### config.mk
export PLATFORM = sky130hd
export DESIGN_NAME = arbitro_rr_mux16_flat
export DESIGN_NICKNAME = d
export VERILOG_FILES = /design/src/rtl/arbitro_rr_mux16_pkg.sv /design/src/rtl/arbitro_rr_mux16_if.sv /design/src/rtl/arbitro_rr_mux16_codificador_prio_rr.sv /design/src/rtl/arbitro_rr_mux16.sv /design/src/flat_wrapper.sv
export SDC_FILE = /design/constraint.sdc
export NUM_CORES = 1
export LEC_CHECK = 0
export BUFFER_PORTS_ARGS = -buffer_cell sky130_fd_sc_hd__buf_4
export CAP_MARGIN = 20
export CORE_ASPECT_RATIO = 1.4
export CORE_MARGIN = 10
export CORE_UTILIZATION = 30
export CTS_CLUSTER_DIAMETER = 120
export DETAILED_ROUTE_END_ITERATION = 6
export GPL_ROUTABILITY_DRIVEN = 0
export PLACE_DENSITY = 0.65
export SLEW_MARGIN = 20
export SYNTH_ARGS = -nofsm -noshare
export SYNTH_HDL_FRONTEND = slang
export SYNTH_SLANG_ARGS = --single-unit
### constraint.sdc
create_clock -name clock -period 7.8 [get_ports clock]
set_input_delay 1.56 -clock clock [delete_from_list [all_inputs] [get_ports clock]]
set_output_delay 1.56 -clock clock [all_outputs]
set_load 0.1 [all_outputs]
### src/rtl/arbitro_rr_mux16_pkg.sv
// Shared constants, FSM states and the source-word slicer for the 16-way round-robin mux.
// Pure declarations: no latency and no backpressure of its own.
package arbitro_pkg;

  localparam int N    = 16;
  localparam int W    = 12;
  localparam int SELW = 4;

  typedef enum logic {
    OCIOSO,
    ENVIA
  } estado_t;

  function automatic logic [W-1:0] palavra(input logic [N*W-1:0] dado,
                                           input logic [SELW-1:0] i);
    return dado[i*W +: W];
  endfunction

endpackage

### src/rtl/arbitro_rr_mux16_if.sv
// Handshake/data bundle between the 16 sources, the arbiter and its single consumer.
// Carries no state: latency and backpressure belong to the arbiter (pronto stalls valido).
interface arbitro_rr_mux16_if;
  import arbitro_pkg::*;

  logic [N-1:0]    req;
  logic [N*W-1:0]  dado;
  logic            pronto;
  logic [SELW-1:0] sel;
  logic [W-1:0]    saida;
  logic            valido;
  logic [N-1:0]    ack;

  modport slave (
    input  req, dado, pronto,
    output sel, saida, valido, ack
  );

  modport master (
    output req, dado, pronto,
    input  sel, saida, valido, ack
  );

endinterface

### src/rtl/arbitro_rr_mux16_codificador_prio_rr.sv
// Rotating priority encoder: first set bit of req searching from ptr upward with wrap.
// Purely combinational, no backpressure.
module codificador_prio_rr
  import arbitro_pkg::*;
(
  input  logic [N-1:0]    req,
  input  logic [SELW-1:0] ptr,
  output logic [SELW-1:0] idx,
  output logic            any
);

  logic [SELW-1:0] off;

  // Scanning downward leaves the smallest distance from ptr in off.
  always_comb begin
    off = '0;
    for (int j = N - 1; j >= 0; j--) begin
      if (req[SELW'(ptr + SELW'(j))]) begin
        off = SELW'(j);
      end
    end
    idx = ptr + off;
    any = |req;
  end

endmodule

### src/rtl/arbitro_rr_mux16.sv
// Round-robin 16:1 x 12-bit mux: grant registered one edge after req, word held until pronto.
// Backpressure: pronto=0 holds sel/saida/valido indefinitely; ack pulses combinationally on accept.
module arbitro_rr_mux16
  import arbitro_pkg::*;
(
  input  logic               clock,
  input  logic               reset,
  arbitro_rr_mux16_if.slave  bus
);

  estado_t         estado, estado_prox;
  logic [SELW-1:0] ptr, ptr_prox;
  logic [SELW-1:0] sel_q, sel_prox;
  logic [W-1:0]    saida_q, saida_prox;
  logic [SELW-1:0] idx;
  logic            any;
  logic            valido;

  codificador_prio_rr u_codificador (
    .req (bus.req),
    .ptr (ptr),
    .idx (idx),
    .any (any)
  );

  always_ff @(posedge clock) begin
    if (!reset) begin
      estado  <= OCIOSO;
      ptr     <= '0;
      sel_q   <= '0;
      saida_q <= '0;
    end else begin
      estado  <= estado_prox;
      ptr     <= ptr_prox;
      sel_q   <= sel_prox;
      saida_q <= saida_prox;
    end
  end

  always_comb begin
    estado_prox = estado;
    ptr_prox    = ptr;
    sel_prox    = sel_q;
    saida_prox  = saida_q;
    case (estado)
      OCIOSO: begin
        if (any) begin
          sel_prox    = idx;
          saida_prox  = palavra(bus.dado, idx);
          estado_prox = ENVIA;
        end
      end
      ENVIA: begin
        // The winner moves to lowest priority once its word is taken.
        if (bus.pronto) begin
          ptr_prox    = sel_q + 1'b1;
          estado_prox = OCIOSO;
        end
      end
      default: estado_prox = OCIOSO;
    endcase
  end

  assign valido     = (estado == ENVIA);
  assign bus.valido = valido;
  assign bus.sel    = sel_q;
  assign bus.saida  = saida_q;
  // A reset edge aborts the transfer, so no acknowledge may leak out in that cycle.
  assign bus.ack    = (valido && bus.pronto && reset) ? ({{(N-1){1'b0}}, 1'b1} << sel_q) : '0;

endmodule

### src/flat_wrapper.sv
// flat-port wrapper written by rule: the top's interface ports become plain ports
module arbitro_rr_mux16_flat import arbitro_pkg::*;
  (clock, reset, bus_req, bus_dado, bus_pronto, bus_sel, bus_saida, bus_valido, bus_ack);
  arbitro_rr_mux16_if bus_i ();
  input  logic clock;
  input  logic reset;
  input wire logic [$bits(bus_i.req)-1:0] bus_req;
  input wire logic [$bits(bus_i.dado)-1:0] bus_dado;
  input wire logic [$bits(bus_i.pronto)-1:0] bus_pronto;
  output wire logic [$bits(bus_i.sel)-1:0] bus_sel;
  output wire logic [$bits(bus_i.saida)-1:0] bus_saida;
  output wire logic [$bits(bus_i.valido)-1:0] bus_valido;
  output wire logic [$bits(bus_i.ack)-1:0] bus_ack;
  assign bus_i.req = bus_req;
  assign bus_i.dado = bus_dado;
  assign bus_i.pronto = bus_pronto;
  assign bus_sel = bus_i.sel;
  assign bus_saida = bus_i.saida;
  assign bus_valido = bus_i.valido;
  assign bus_ack = bus_i.ack;
  arbitro_rr_mux16 u_core (.clock(clock), .reset(reset), .bus(bus_i));
endmodule
==> impl_metrics.tcl <==
set metrics [dict create \
    outcome "finished, final reports clean" \
    hold-worst-slack_ns 0.4543 \
    fmax_mhz 162.5 \
    initial_core_utilization 0.3064 \
    tightest_slew_ns 1.059 \
    cp_cell_sequence "inv_1, ha_1, mux4_2, mux2i_1, mux2i_1, a21bo_2, a21oi_1, o211a_1, o21ai_1, ha_4, fa_2, buf_4, mux4_2, mux2_2, nand3_1, nor2_1, mux2i_1, nand3_1" \
    synthFlopType "dfxtp_1" \
    rsz0062_at_grt "false" \
    number_of_detailed_route_iterations_in_the_first_pass 5 \
    routed_via_density 5.431 \
    crit_path_frequent_cell "mux2i_1" \
    grt_usage 0.1723 \
    register_clock_pin_slew_on_the_reported_worst_setup_and_hold_paths_ns 0.07 \
    postRouteAntennaNets 0 \
    clk_latency_ns 0.26 \
    setup.worst_path.end_class "flip-flop" \
    core_region_area_um2 13910 \
    drive_above_1_share 0.5778 \
    synthCells 387 \
    fp.dieArea_um2 19440 \
    number_of_rows_created_at_floorplan 51 \
    p_per_area_nw_per_um2 202.2 \
    number_of_antenna_violations_at_the_first_check_in_global_routing 0 \
    routed-via-count 4285 \
    final_setup_violating_endpoints 0 \
    wirelength_um 17310 \
    power.ir.vdd_worst_uv 120.7 \
    grt_overflow 0 \
    post_drt_wl_per_cell_um 21.94 \
    num-nets-final 833 \
    cts_hold_buf 0 \
    timing.max_slew.rel_slack 0.2936 \
    cts_tree "yes" \
    via_count_of_the_first_global_routing_pass 4833 \
    maxCapViolations 0 \
    drcViolationCount 0 \
    mappedNetlistNets 615 \
    critical_path.max_stage_delay_ns 1.01 \
    post_synth_num_cell_types 47 \
    hpwlAfterDp_um 14850 \
    bufs_on_longest_clock_path 2 \
    drt-initial-drc-count 220 \
    timing.critical_path.from_type "flip-flop" \
    cts_post_setup_buffers_inserted 0 \
    path_buf_inv 2 \
    timing.setup.critical_path_class "flip-flop to flip-flop" \
    clock_h_tree_levels 1 \
    numClockSinks 21 \
    number_of_failing_hold_endpoints_at_the_final_stage 0 \
    grt_max_degree 50 \
    syn_to_final_growth_pct 48.77 \
    synth_area_um2 4262 \
    floorplan.die.width_um 120.7 \
    synthArstFlopShare 0 \
    ys.warnings.count 0 \
    clk_root_buffer_cell "clkbuf_16" \
    fin_worst_skew_ns 0.01097 \
    worst_hold_path_type "flip-flop to flip-flop" \
    worst-endpoint-required_ns 7.95 \
    worst_path_max_delay_cell "fa_2" \
    floorplan.die.height_um 161.0 \
    timing.setup.tns_ns 0 \
    critical_path_arrival_ns 6.30 \
    synth_enable_flop_cells 0 \
    critical_path.top_delay_family "adder cells" \
    antenna_cells 0 \
    post-route-min-period_ns 6.154 \
    grt_first_pass_wirelength_um 26590 \
    p_leak_nw 2.713 \
    synth_seq_cells 21 \
    cts_made_buffers 3 \
    timing_max_transition_violations_final 0 \
    io_pins 244 \
    post_synth.cell_area_avg_um2 11.01 \
    ys_seq_area_frac 0.09865 \
    portBuffers 243 \
    path_max_fanout 29 \
    period_share 0.7890 \
    postCtsResizedCells 0 \
]
flip-flops by register name (all words and copies together), names as in the netlist:
name and count:
u_core.ptr 4, u_core.bus.sel 4, u_core.bus.valido 1, u_core.bus.saida 12
worst register-to-register path, stage by stage, from the launching register on:
cell	delay [ns]
dfxtp_1	0.96
inv_1	0.26
ha_1	0.59
mux4_2	0.59
mux2i_1	0.21
mux2i_1	0.15
a21bo_2	0.22
a21oi_1	0.14
o211a_1	0.16
o21ai_1	0.10
ha_4	0.18
fa_2	1.01
buf_4	0.43
mux4_2	0.35
mux2_2	0.28
nand3_1	0.10
nor2_1	0.05
mux2i_1	0.18
nand3_1	0.09
synth_stat cells (2+ instances only):
| master | count | share of area |
|---|---|---|
| mux4_1 | 8 | 0.049 |
| and3_1 | 13 | 0.019 |
| buf_2 | 7 | 0.0082 |
| xnor2_1 | 8 | 0.016 |
| mux2i_1 | 39 | 0.092 |
| ha_1 | 16 | 0.047 |
| nand2_1 | 20 | 0.018 |
| a21oi_1 | 10 | 0.012 |
| dfxtp_1 | 21 | 0.099 |
| and2_1 | 6 | 0.0088 |
| mux4_2 | 65 | 0.34 |
| o211a_1 | 4 | 0.0094 |
| nand3_1 | 4 | 0.0047 |
| nand2b_1 | 2 | 0.0029 |
| nor4_1 | 4 | 0.0059 |
| mux2_2 | 7 | 0.018 |
| nor2_1 | 15 | 0.013 |
| clkbuf_1 | 18 | 0.016 |
| o21ai_1 | 13 | 0.015 |
| nor3_1 | 22 | 0.026 |
| nor2b_1 | 7 | 0.010 |
| inv_1 | 9 | 0.0079 |
| xor2_1 | 6 | 0.012 |
| nor3_2 | 11 | 0.026 |
| or3_1 | 11 | 0.016 |
| o211ai_1 | 2 | 0.0035 |
| nor4b_4 | 2 | 0.011 |
| buf_6 | 4 | 0.011 |
| buf_1 | 4 | 0.0035 |
| buf_4 | 2 | 0.0035 |
| o311a_1 | 11 | 0.026 |
report_power, final:
group | internal (mW) | switching, mW | leakage, nW
combinational | 0.465 | 0.549 | 2.50
clock | 0.0690 | 0.0425 | 0.0409
sequential | 0.132 | 0.0250 | 0.173
total | 0.665 | 0.617 | 2.71
worst paths after layout:
path	slack, ns	startpoint	depth (start not counted)	end
max	1.65	u_core.ptr[1]	18	u_core.bus.saida[10]
min	0.45	u_core.bus.saida[3]	2	u_core.bus.saida[3]
max reg2reg	1.65	u_core.ptr[1]	18	u_core.bus.saida[10]
min reg2reg	0.45	u_core.bus.saida[3]	2	u_core.bus.saida[3]
cell type report:
type | count | area, um2
clock buffer | 3 | 75.07
clock inverter | 1 | 5.005
multi-input combinational | 320 | 3685
tap | 185 | 231.5
fill | 1343 | 7571
timing repair buffer | 248 | 1882
sequential | 21 | 420.4
inverter | 11 | 41.29
cell families after synthesis:
kind of cell,synth area share
xor+xnor,0.02877
buf+inv,0.05137
compound gates,0.08250
mux,0.5141
simple gates,0.1729
flops,0.09865
fa+ha+maj,0.05167
metal layers:
metal	routed length, um	global-route usage	vias up
met2	9489	0.3192	183
li1	-	-	2003
met4	531	0.05501	0
met1	6321	0.1890	2066
met3	970	0.03559	33
met5	0	0	-
stage by stage:
stage          instance area [um2]  power, mW  setup WS, ns    util  instances
6_report                      6340      1.282         1.646  0.4557        789
5_1_grt                       6340      1.365         1.177  0.4557        789
4_1_cts                       6299      1.295         1.518  0.4528        788
3_5_place_dp                  6218      1.180         1.529  0.4470        784
3_3_place_gp                  6218      1.159         1.798  0.4470        784
2_1_floorplan                 4262     0.9084         2.229       -        387
cells in the final DEF (no fill, tap or decap), drive strengths merged, types with 2 or more instances in the layout:
cell type    n
and2         6
o211a        4
nor3        33
mux4        74
mux2i       40
o211ai       2
nor4b        2
xnor2        8
nand3        4
nor2        15
nor2b        7
a21oi       10
inv         10
and3        13
dfxtp       21
nand2b       2
buf        248
nand2       20
ha          16
or3         11
clkinv       2
o21ai       14
clkbuf       3
o311a       11
nor4         4
xor2         6
mux2         7
No activity file was read; power rests on OpenSTA's default activity.
